File: src/rtl/dmem_arbiter_if.sv
// rtl/dmem_arbiter_if.sv - CPU, debug and RAM port bundle for the data memory arbiter
interface dmem_arbiter_if #(
    parameter int AW    = 32,
    parameter int DW    = 32,
    parameter int CNT_W = 16
);
    logic             cpu_req;
    logic             cpu_we;
    logic [AW-1:0]    cpu_addr;
    logic [DW-1:0]    cpu_wdata;
    logic [DW-1:0]    cpu_rdata;
    logic             cpu_stall;

    logic             dbg_req;
    logic             dbg_we;
    logic [AW-1:0]    dbg_addr;
    logic [DW-1:0]    dbg_wdata;
    logic             dbg_ack;
    logic [DW-1:0]    dbg_rdata;

    logic             mem_we;
    logic [AW-1:0]    mem_addr;
    logic [DW-1:0]    mem_wdata;
    logic [DW-1:0]    mem_rdata;

    logic [CNT_W-1:0] stall_cnt;

    modport slave (
        input  cpu_req, cpu_we, cpu_addr, cpu_wdata,
        input  dbg_req, dbg_we, dbg_addr, dbg_wdata,
        input  mem_rdata,
        output cpu_rdata, cpu_stall, dbg_ack, dbg_rdata,
        output mem_we, mem_addr, mem_wdata, stall_cnt
    );

    modport master (
        output cpu_req, cpu_we, cpu_addr, cpu_wdata,
        output dbg_req, dbg_we, dbg_addr, dbg_wdata,
        output mem_rdata,
        input  cpu_rdata, cpu_stall, dbg_ack, dbg_rdata,
        input  mem_we, mem_addr, mem_wdata, stall_cnt
    );
endinterface

File: src/rtl/dmem_arbiter.sv
// rtl/dmem_arbiter.sv - CPU-priority data RAM arbiter with bounded-wait debug/loader port
module dmem_arbiter #(
    parameter int AW       = 32,
    parameter int DW       = 32,
    parameter int MAX_WAIT = 4,
    parameter int CNT_W    = 16
) (
    input  logic           clk,
    input  logic           reset,
    dmem_arbiter_if.slave  bus
);
    localparam int CW = (MAX_WAIT < 1) ? 1 : $clog2(MAX_WAIT + 1);
    localparam logic [CW-1:0] CNT_MAX = CW'(MAX_WAIT);

    localparam logic [1:0] IDLE = 2'd0;
    localparam logic [1:0] WAIT = 2'd1;
    localparam logic [1:0] ACK  = 2'd2;

    logic [1:0]       state;
    logic [CW-1:0]    cnt;
    logic [DW-1:0]    dbg_rdata_q;
    logic [CNT_W-1:0] stall_cnt_q;

    logic             pending;
    logic             dbg_gnt;
    logic             cpu_stall;
    logic [AW-1:0]    addr_mux;
    logic [DW-1:0]    wdata_mux;

    // Everything that can reach the RAM is gated by reset so nothing is written while it is held low.
    assign pending   = bus.dbg_req & (state != ACK) & reset;
    assign dbg_gnt   = pending & (~bus.cpu_req | (cnt == CNT_MAX));
    assign cpu_stall = bus.cpu_req & dbg_gnt;
    assign addr_mux  = dbg_gnt ? bus.dbg_addr  : bus.cpu_addr;
    assign wdata_mux = dbg_gnt ? bus.dbg_wdata : bus.cpu_wdata;

    assign bus.mem_addr  = addr_mux;
    assign bus.mem_wdata = wdata_mux;
    assign bus.mem_we    = reset & (dbg_gnt ? bus.dbg_we : (bus.cpu_req & bus.cpu_we));
    assign bus.cpu_rdata = bus.mem_rdata;
    assign bus.cpu_stall = cpu_stall;
    assign bus.dbg_ack   = (state == ACK);
    assign bus.dbg_rdata = dbg_rdata_q;
    assign bus.stall_cnt = stall_cnt_q;

    always_ff @(posedge clk or negedge reset) begin
        if (!reset) begin
            state       <= IDLE;
            cnt         <= '0;
            dbg_rdata_q <= '0;
        end else if (dbg_gnt) begin
            state <= ACK;
            cnt   <= '0;
            if (!bus.dbg_we)
                dbg_rdata_q <= bus.mem_rdata;
        end else if (pending) begin
            state <= WAIT;
            cnt   <= cnt + 1'b1;
        end else begin
            // Covers the ACK cycle and a request dropped while waiting.
            state <= IDLE;
            cnt   <= '0;
        end
    end

    always_ff @(posedge clk or negedge reset) begin
        if (!reset)
            stall_cnt_q <= '0;
        else if (cpu_stall && (stall_cnt_q != {CNT_W{1'b1}}))
            stall_cnt_q <= stall_cnt_q + 1'b1;
    end
endmodule

File: src/flat_wrapper.sv
// flat-port wrapper written by rule: the top's interface ports become plain ports
module dmem_arbiter_flat 
#(
    parameter int AW       = 32,
    parameter int DW       = 32,
    parameter int MAX_WAIT = 4,
    parameter int CNT_W    = 16
)
  (clk, reset, bus_cpu_req, bus_cpu_we, bus_cpu_addr, bus_cpu_wdata, bus_dbg_req, bus_dbg_we, bus_dbg_addr, bus_dbg_wdata, bus_mem_rdata, bus_cpu_rdata, bus_cpu_stall, bus_dbg_ack, bus_dbg_rdata, bus_mem_we, bus_mem_addr, bus_mem_wdata, bus_stall_cnt);
  dmem_arbiter_if #(.AW(AW), .DW(DW), .CNT_W(CNT_W)) bus_i ();
  input  logic clk;
  input  logic reset;
  input wire logic [$bits(bus_i.cpu_req)-1:0] bus_cpu_req;
  input wire logic [$bits(bus_i.cpu_we)-1:0] bus_cpu_we;
  input wire logic [$bits(bus_i.cpu_addr)-1:0] bus_cpu_addr;
  input wire logic [$bits(bus_i.cpu_wdata)-1:0] bus_cpu_wdata;
  input wire logic [$bits(bus_i.dbg_req)-1:0] bus_dbg_req;
  input wire logic [$bits(bus_i.dbg_we)-1:0] bus_dbg_we;
  input wire logic [$bits(bus_i.dbg_addr)-1:0] bus_dbg_addr;
  input wire logic [$bits(bus_i.dbg_wdata)-1:0] bus_dbg_wdata;
  input wire logic [$bits(bus_i.mem_rdata)-1:0] bus_mem_rdata;
  output wire logic [$bits(bus_i.cpu_rdata)-1:0] bus_cpu_rdata;
  output wire logic [$bits(bus_i.cpu_stall)-1:0] bus_cpu_stall;
  output wire logic [$bits(bus_i.dbg_ack)-1:0] bus_dbg_ack;
  output wire logic [$bits(bus_i.dbg_rdata)-1:0] bus_dbg_rdata;
  output wire logic [$bits(bus_i.mem_we)-1:0] bus_mem_we;
  output wire logic [$bits(bus_i.mem_addr)-1:0] bus_mem_addr;
  output wire logic [$bits(bus_i.mem_wdata)-1:0] bus_mem_wdata;
  output wire logic [$bits(bus_i.stall_cnt)-1:0] bus_stall_cnt;
  assign bus_i.cpu_req = bus_cpu_req;
  assign bus_i.cpu_we = bus_cpu_we;
  assign bus_i.cpu_addr = bus_cpu_addr;
  assign bus_i.cpu_wdata = bus_cpu_wdata;
  assign bus_i.dbg_req = bus_dbg_req;
  assign bus_i.dbg_we = bus_dbg_we;
  assign bus_i.dbg_addr = bus_dbg_addr;
  assign bus_i.dbg_wdata = bus_dbg_wdata;
  assign bus_i.mem_rdata = bus_mem_rdata;
  assign bus_cpu_rdata = bus_i.cpu_rdata;
  assign bus_cpu_stall = bus_i.cpu_stall;
  assign bus_dbg_ack = bus_i.dbg_ack;
  assign bus_dbg_rdata = bus_i.dbg_rdata;
  assign bus_mem_we = bus_i.mem_we;
  assign bus_mem_addr = bus_i.mem_addr;
  assign bus_mem_wdata = bus_i.mem_wdata;
  assign bus_stall_cnt = bus_i.stall_cnt;
  dmem_arbiter #(.AW(AW), .DW(DW), .MAX_WAIT(MAX_WAIT), .CNT_W(CNT_W)) u_core (.clk(clk), .reset(reset), .bus(bus_i));
endmodule
File: config.mk
export PLATFORM = sky130hd
export DESIGN_NAME = dmem_arbiter_flat
export DESIGN_NICKNAME = d
export VERILOG_FILES = /design/src/rtl/dmem_arbiter_if.sv /design/src/rtl/dmem_arbiter.sv /design/src/flat_wrapper.sv
export SDC_FILE = /design/constraint.sdc
export NUM_CORES = 1
export LEC_CHECK = 0
export ABC_AREA = 1
export CAP_MARGIN = 20
export CORE_AREA = 2 2 122 124
export CTS_CLUSTER_DIAMETER = 30
export DETAILED_ROUTE_END_ITERATION = 16
export DIE_AREA = 0 0 124 126
export MAX_ROUTING_LAYER = met4
export PLACE_DENSITY_LB_ADDON = 0.3
export SKIP_CTS_REPAIR_TIMING = 1
export SYNTH_ARGS = -nofsm -noshare
export SYNTH_HDL_FRONTEND = slang
export SYNTH_SLANG_ARGS = --single-unit
File: constraint.sdc
create_clock -name clk -period 2.1 [get_ports clk]
set_input_delay 0.21 -clock clk [delete_from_list [all_inputs] [get_ports clk]]
set_output_delay 0.21 -clock clk [all_outputs]
set_load 0.03 [all_outputs]
==> results of run 1 <==
## flip-flops by register name (all words and copies together), names as in the netlist
| name | count |
|---|---|
| u_core.bus.stall_cnt | 16 |
| u_core.state | 2 |
| u_core.bus.dbg_rdata | 32 |
| u_core.cnt | 3 |
## worst max-delay path by stage
stage | slack, ns | end | startpoint | cells past startpoint
floorplan | 0.29 | bus_mem_we | u_core.cnt[0] | 9
finish | 0.04 | bus_cpu_stall | u_core.cnt[0] | 8
CTS | -0.10 | bus_mem_wdata[26] | u_core.cnt[0] | 9
global route | -0.08 | bus_cpu_stall | u_core.cnt[0] | 8
detailed placement | 0.13 | u_core.bus.stall_cnt[12] | bus_dbg_req | 9
global placement | 0.16 | bus_mem_wdata[26] | bus_cpu_req | 7
## synth_stat cells (2+ instances only)
library cell  count  area [sq um]
buf_2             9          45.0
buf_1             4          15.0
nand3_1          10          50.1
xor2_1            2          17.5
dfrtp_1          53          1330
buf_6             8          90.1
nand2_2           4          25.0
o21ai_2          22           193
xnor2_1           4          35.0
nor3_1            2          10.0
buf_4            33           248
o21ai_0          10          50.1
nor2_1           16          60.1
clkbuf_1          2          7.51
nor2_4            4          45.0
inv_2             2          7.51
nand2_1         292          1100
ha_1              3          37.5
o21ai_1          11          55.1
nand4_1           4          25.0
inv_1            48           180
## cells by family after synthesis
family,Yosys count,share of synthesized area
simple gates,337,0.367
xor+xnor,6,0.0143
fa+ha+maj,3,0.0102
flops,53,0.361
buf+inv,106,0.161
compound gates,45,0.0868
## stage by stage
step	area (sq um)	std cells	util	hold slack, ns
after floorplan	3680	550	-	-0.0856
after detailed placement	6680	1002	0.467	0.467
after global placement	6680	1002	0.467	0.456
after global routing	7240	1019	0.506	0.181
final	7250	1020	0.506	0.113
after CTS	6820	1010	0.476	0.154
## worst reg2reg max path, cell delays in order, from the launching register on
cell,delay (ns)
dfrtp_1,0.40
inv_1,0.06
ha_2,0.16
nand2_2,0.06
nand2_4,0.11
inv_4,0.04
nor2_4,0.16
buf_12,0.17
buf_4,0.13
nand2_1,0.08
nor2_4,0.32
o21ai_0,0.15
## area by class of cell
cell class | count | area, sq um
fillers | 1401 | 7070
repair buffers | 333 | 3460
multi-input cells | 391 | 1890
flip-flops and latches | 53 | 1330
well taps | 184 | 230
inverters | 50 | 190
clock buffers | 6 | 129
clock inverters | 2 | 13.8
diodes | 1 | 2.50
## routing by layer
metal,global-route usage,wire (um)
met1,0.206,6010
met2,0.311,7550
met3,0.0571,1560
met4,0.0469,342
met5,-,0
## report_power, final
group	leakage [uW]	internal, uW	switching, uW
clock network	0.0000712	446	378
registers	0.000679	1190	143
logic	0.00271	1000	1150
==> impl_metrics.toml, run 1 <==
[critical_path]
cp_max_fo = 34
reg2reg_to = "u_core.bus.stall_cnt[3]"
critPathCaptureType = "output port"
crit_path_start_kind = "register"
worstSetupPathType = "register to output port"
required_ns = 1.89
reg2reg_depth = 11
crit_buf_inv = 3
r2r_start = "u_core.cnt[0]"
worst_path_max_delay_cell = "dfrtp_1"
cp_cell_sequence = "inv_1 -> ha_2 -> nand2_2 -> nand2_4 -> nand3_2 -> buf_12 -> nor2_2 -> buf_4"
worst_path_largest_cell_delay_ns = 0.40
r2r_slack_ns = 0.14
cp_top_family = "simple AND/OR/NAND/NOR gates"
crit_arrival_ns = 1.85

[final_layout]
area_growth_syn_to_layout_pct = 97.1
drive_above_1_share = 0.204
final_common_cell = "nand2_1"
nNetsFinal = 1003
final_cell_mix = "nand2_1, clkdlybuf4s50_1, dfrtp_1"

[hold_path]
hold_path.class = "input pin to async pin"

[floorplan]
die_y_um = 126
die_area_sq_um = 15600
start_util = 0.257
core_sq_um = 14300
num_rows = 44
die_w_um = 124
ios = 313

[place]
pre_cts_slack_ns = 0.135
port_buffers = 312
dp_hpwl_um = 12100
globalplace.congestion = 0.828

[synthesis]
netlist_instances = 550
synth_cell_type_count = 28
synth_edf_count = 0
synth-main-ff-cell = "dfrtp_1"
postSynth.asyncResetShare = 1.00
synth_seq_area_share = 0.361
syn_area_sq_um = 3680
synthesis.nets = 719
synth-seq-cells = 53
yosysWarnings = 0
synth.avg_cell_area_sq_um = 6.69

[global_route]
track_usage = 0.182
grt_first_pass_wirelength_um = 21400
antenna_found_initial = 0
grt_pass1_vias = 3933
grt_max_degree = 54
grt_overflow = 0

[sta]
post-route-min-period_ns = 2.06
fmax_mhz = 486
setup_violations = 0
hold_viol = 0
rsz0062_at_grt = "yes"
final.period_utilization = 0.981
setup_ws_ns = 0.0408
fin_skew_ns = 0.00317
relSlewSlack = 0.538
worst_pin_slew_ns = 0.692
final_max_slew_viol_count = 0
tns_ns = 0

[routing]
dr.pass1.iters = 4
routed_via_density = 4.24
route.detailed.drc = 0
wl_um = 15500
drt_iter0_markers = 168
routedWlPerCell_um = 15.2
vias = 4323
ant_nets = 0

[cts]
cts_tree = "built"
h-tree-depth = 2
numCtsBuffers = 5
root_buffer = "clkbuf_16"
clk_latency_ns = 0.29
clkTransAtPathRegs_ns = 0.07
cts.sinks = 53
clk_path_buf_depth = 2

[power_and_ir_drop]
total_power_uw = 4310
p_leak_uw = 0.00346
irDropWorstVdd_v = 0.000417
power_density_nw_per_um2 = 594

[run]
max_cap_viol_count = 0

[status]
status = "complete, no violations"
Power figures use the tool's default switching activity.
==> run 2: changes to the inputs <==
--- a/config.mk
+++ b/config.mk
@@ -6,13 +6,14 @@
 export NUM_CORES = 1
 export LEC_CHECK = 0
 export ABC_AREA = 1
-export CAP_MARGIN = 20
+export CAP_MARGIN = 0
 export CORE_AREA = 2 2 122 124
 export CTS_CLUSTER_DIAMETER = 30
 export DETAILED_ROUTE_END_ITERATION = 16
 export DIE_AREA = 0 0 124 126
 export MAX_ROUTING_LAYER = met4
 export PLACE_DENSITY_LB_ADDON = 0.3
+export REMOVE_ABC_BUFFERS = 1
 export SKIP_CTS_REPAIR_TIMING = 1
 export SYNTH_ARGS = -nofsm -noshare
 export SYNTH_HDL_FRONTEND = slang
==> run 2 against run 1 <==
  * Clock skew is 0.0034 ns higher
  * Global-route usage shrank 2.0 points
  * Cell count shrank 0.59%
  * Sequential power hardly changed
  * Via count shrank 2.5%
  * Flip-flop and latch count unchanged
  * Final area is 3.0% lower
  * Combinational power shrank 4%
  * Fmax rose by 1.2%
  * Power is 0.85% lower
==> impl_metrics.toml, run 2 (synthesis results as in run 1) <==
[global_route]
track_usage = 0.163
grt_overflow = 0
grt_pass1_vias = 3756
antenna_found_initial = 0
grt_max_degree = 66
grt_first_pass_wirelength_um = 19100

[final_layout]
drive_above_1_share = 0.159
area_growth_syn_to_layout_pct = 91.1
largest_reg_flops = 32
utilization = 0.491
final_common_cell = "nand2_1"
nNetsFinal = 998
fillers = 1405
antenna_cells = 0
fin_cells = 1014
final_cell_mix = "nand2_1, clkdlybuf4s50_1, buf_4"

[floorplan]
die_w_um = 124
start_util = 0.257
die_y_um = 126
num_rows = 44
ios = 313
die_area_sq_um = 15600
core_sq_um = 14300

[routing]
route.detailed.drc = 0
routedWlPerCell_um = 14.2
drt_iter0_markers = 176
dr.pass1.iters = 4
ant_nets = 0
vias = 4215
wl_um = 14400
routed_via_density = 4.16

[sta]
fmax_mhz = 492
worst_pin_slew_ns = 0.680
tns_ns = 0
final_max_slew_viol_count = 0
post-route-min-period_ns = 2.03
setup_violations = 0
hold_viol = 0
relSlewSlack = 0.547
holdWs_ns = 0.144
rsz0062_at_grt = "yes"
fin_skew_ns = 0.00655
final.period_utilization = 0.969

[critical_path]
worstSetupPathType = "register to output port"
critPathCaptureType = "output port"
required_ns = 1.89
crit_arrival_ns = 1.82
cp_max_fo = 6
crit_path_start_kind = "register"

[run]
max_cap_viol_count = 0

[place]
port_buffers = 312
globalplace.congestion = 0.802
place_inst = 995
dp_hpwl_um = 10700

[power_and_ir_drop]
power_density_nw_per_um2 = 607
p_leak_uw = 0.00339
irDropWorstVdd_v = 0.000358

[cts]
cts.sinks = 53
h-tree-depth = 2
root_buffer = "clkbuf_16"
numCtsBuffers = 5
cts_tree = "built"
clk_path_buf_depth = 2
clkTransAtPathRegs_ns = 0.07
clk_latency_ns = 0.30

[status]
status = "complete, no violations"

[hold_path]
hold_path.class = "input pin to async pin"
[run 2: changes by cell type in the layout (fill, tap and decap cells not counted), moves of 2 or more]
cell,change
buf_4,+28
buf_6,-35
clkbuf_16,+2
nand2_1,+33
nand2_2,-28
nand2_4,-5
[run 2: per-stage QoR]
| step | power (uW) | setup WS [ns] | area (sq um) |
|---|---|---|---|
| after floorplan | 2260 | -1.55 | 3270 |
| final | 4270 | 0.0658 | 7030 |
| after detailed placement | 3390 | 0.137 | 6640 |
| after global placement | 3380 | 0.173 | 6640 |
| after CTS | 4270 | -0.0514 | 6790 |
| after global routing | 4510 | -0.0191 | 7030 |
[run 2: layer usage]
layer  vias up  share of wire  track usage
met5         -              0            -
met1      1819           0.40        0.188
met3        10          0.093       0.0385
met4         0         0.0095       0.0377
li1       2187              -            -
met2       199           0.50        0.284
[run 2: critical path, cell delays in order (launching register included)]
cell and delay (ns):
dfrtp_1 0.40, inv_1 0.08, ha_1 0.14, nand2_1 0.08, nand2_4 0.09, nand3_4 0.17, or2_4 0.30, nand2_2 0.08
a21oi_4 0.04, buf_12 0.13
[run 2: final cells by class]
cell class / count / area (sq um) / area share
repair buffers: 328 / 3330 / 0.474
clock inverters: 2 / 13.8 / 0.00196
inverters: 50 / 188 / 0.0267
flip-flops and latches: 53 / 1330 / 0.189
clock buffers: 6 / 139 / 0.0198
multi-input cells: 391 / 1800 / 0.256
well taps: 184 / 230 / 0.0328
[run 2: power breakdown]
part	total [uW]	switching (uW)	leakage, uW	internal, uW
Combinational	2070	1110	0.00263	961
Sequential	1340	150	0.000679	1190
Clock	859	383	0.0000768	475
Total	4270	1640	0.00339	2630
[run 2: final timing paths]
| kind | startpoint | endpoint | slack, ns | cells after the start |
|---|---|---|---|---|
| min in group clk | reset | u_core.state[0] | 0.47 | 5 |
| setup / recovery | u_core.cnt[0] | bus_mem_we | 0.07 | 9 |
| hold / removal | reset | u_core.bus.dbg_rdata[23] | 0.14 | 2 |
| hold reg to reg | u_core.bus.dbg_rdata[4] | u_core.bus.dbg_rdata[4] | 0.48 | 2 |
| setup reg to reg | u_core.cnt[0] | u_core.bus.dbg_rdata[17] | 0.21 | 10 |
| max in group asynchronous | reset | u_core.bus.stall_cnt[5] | 1.51 | 2 |
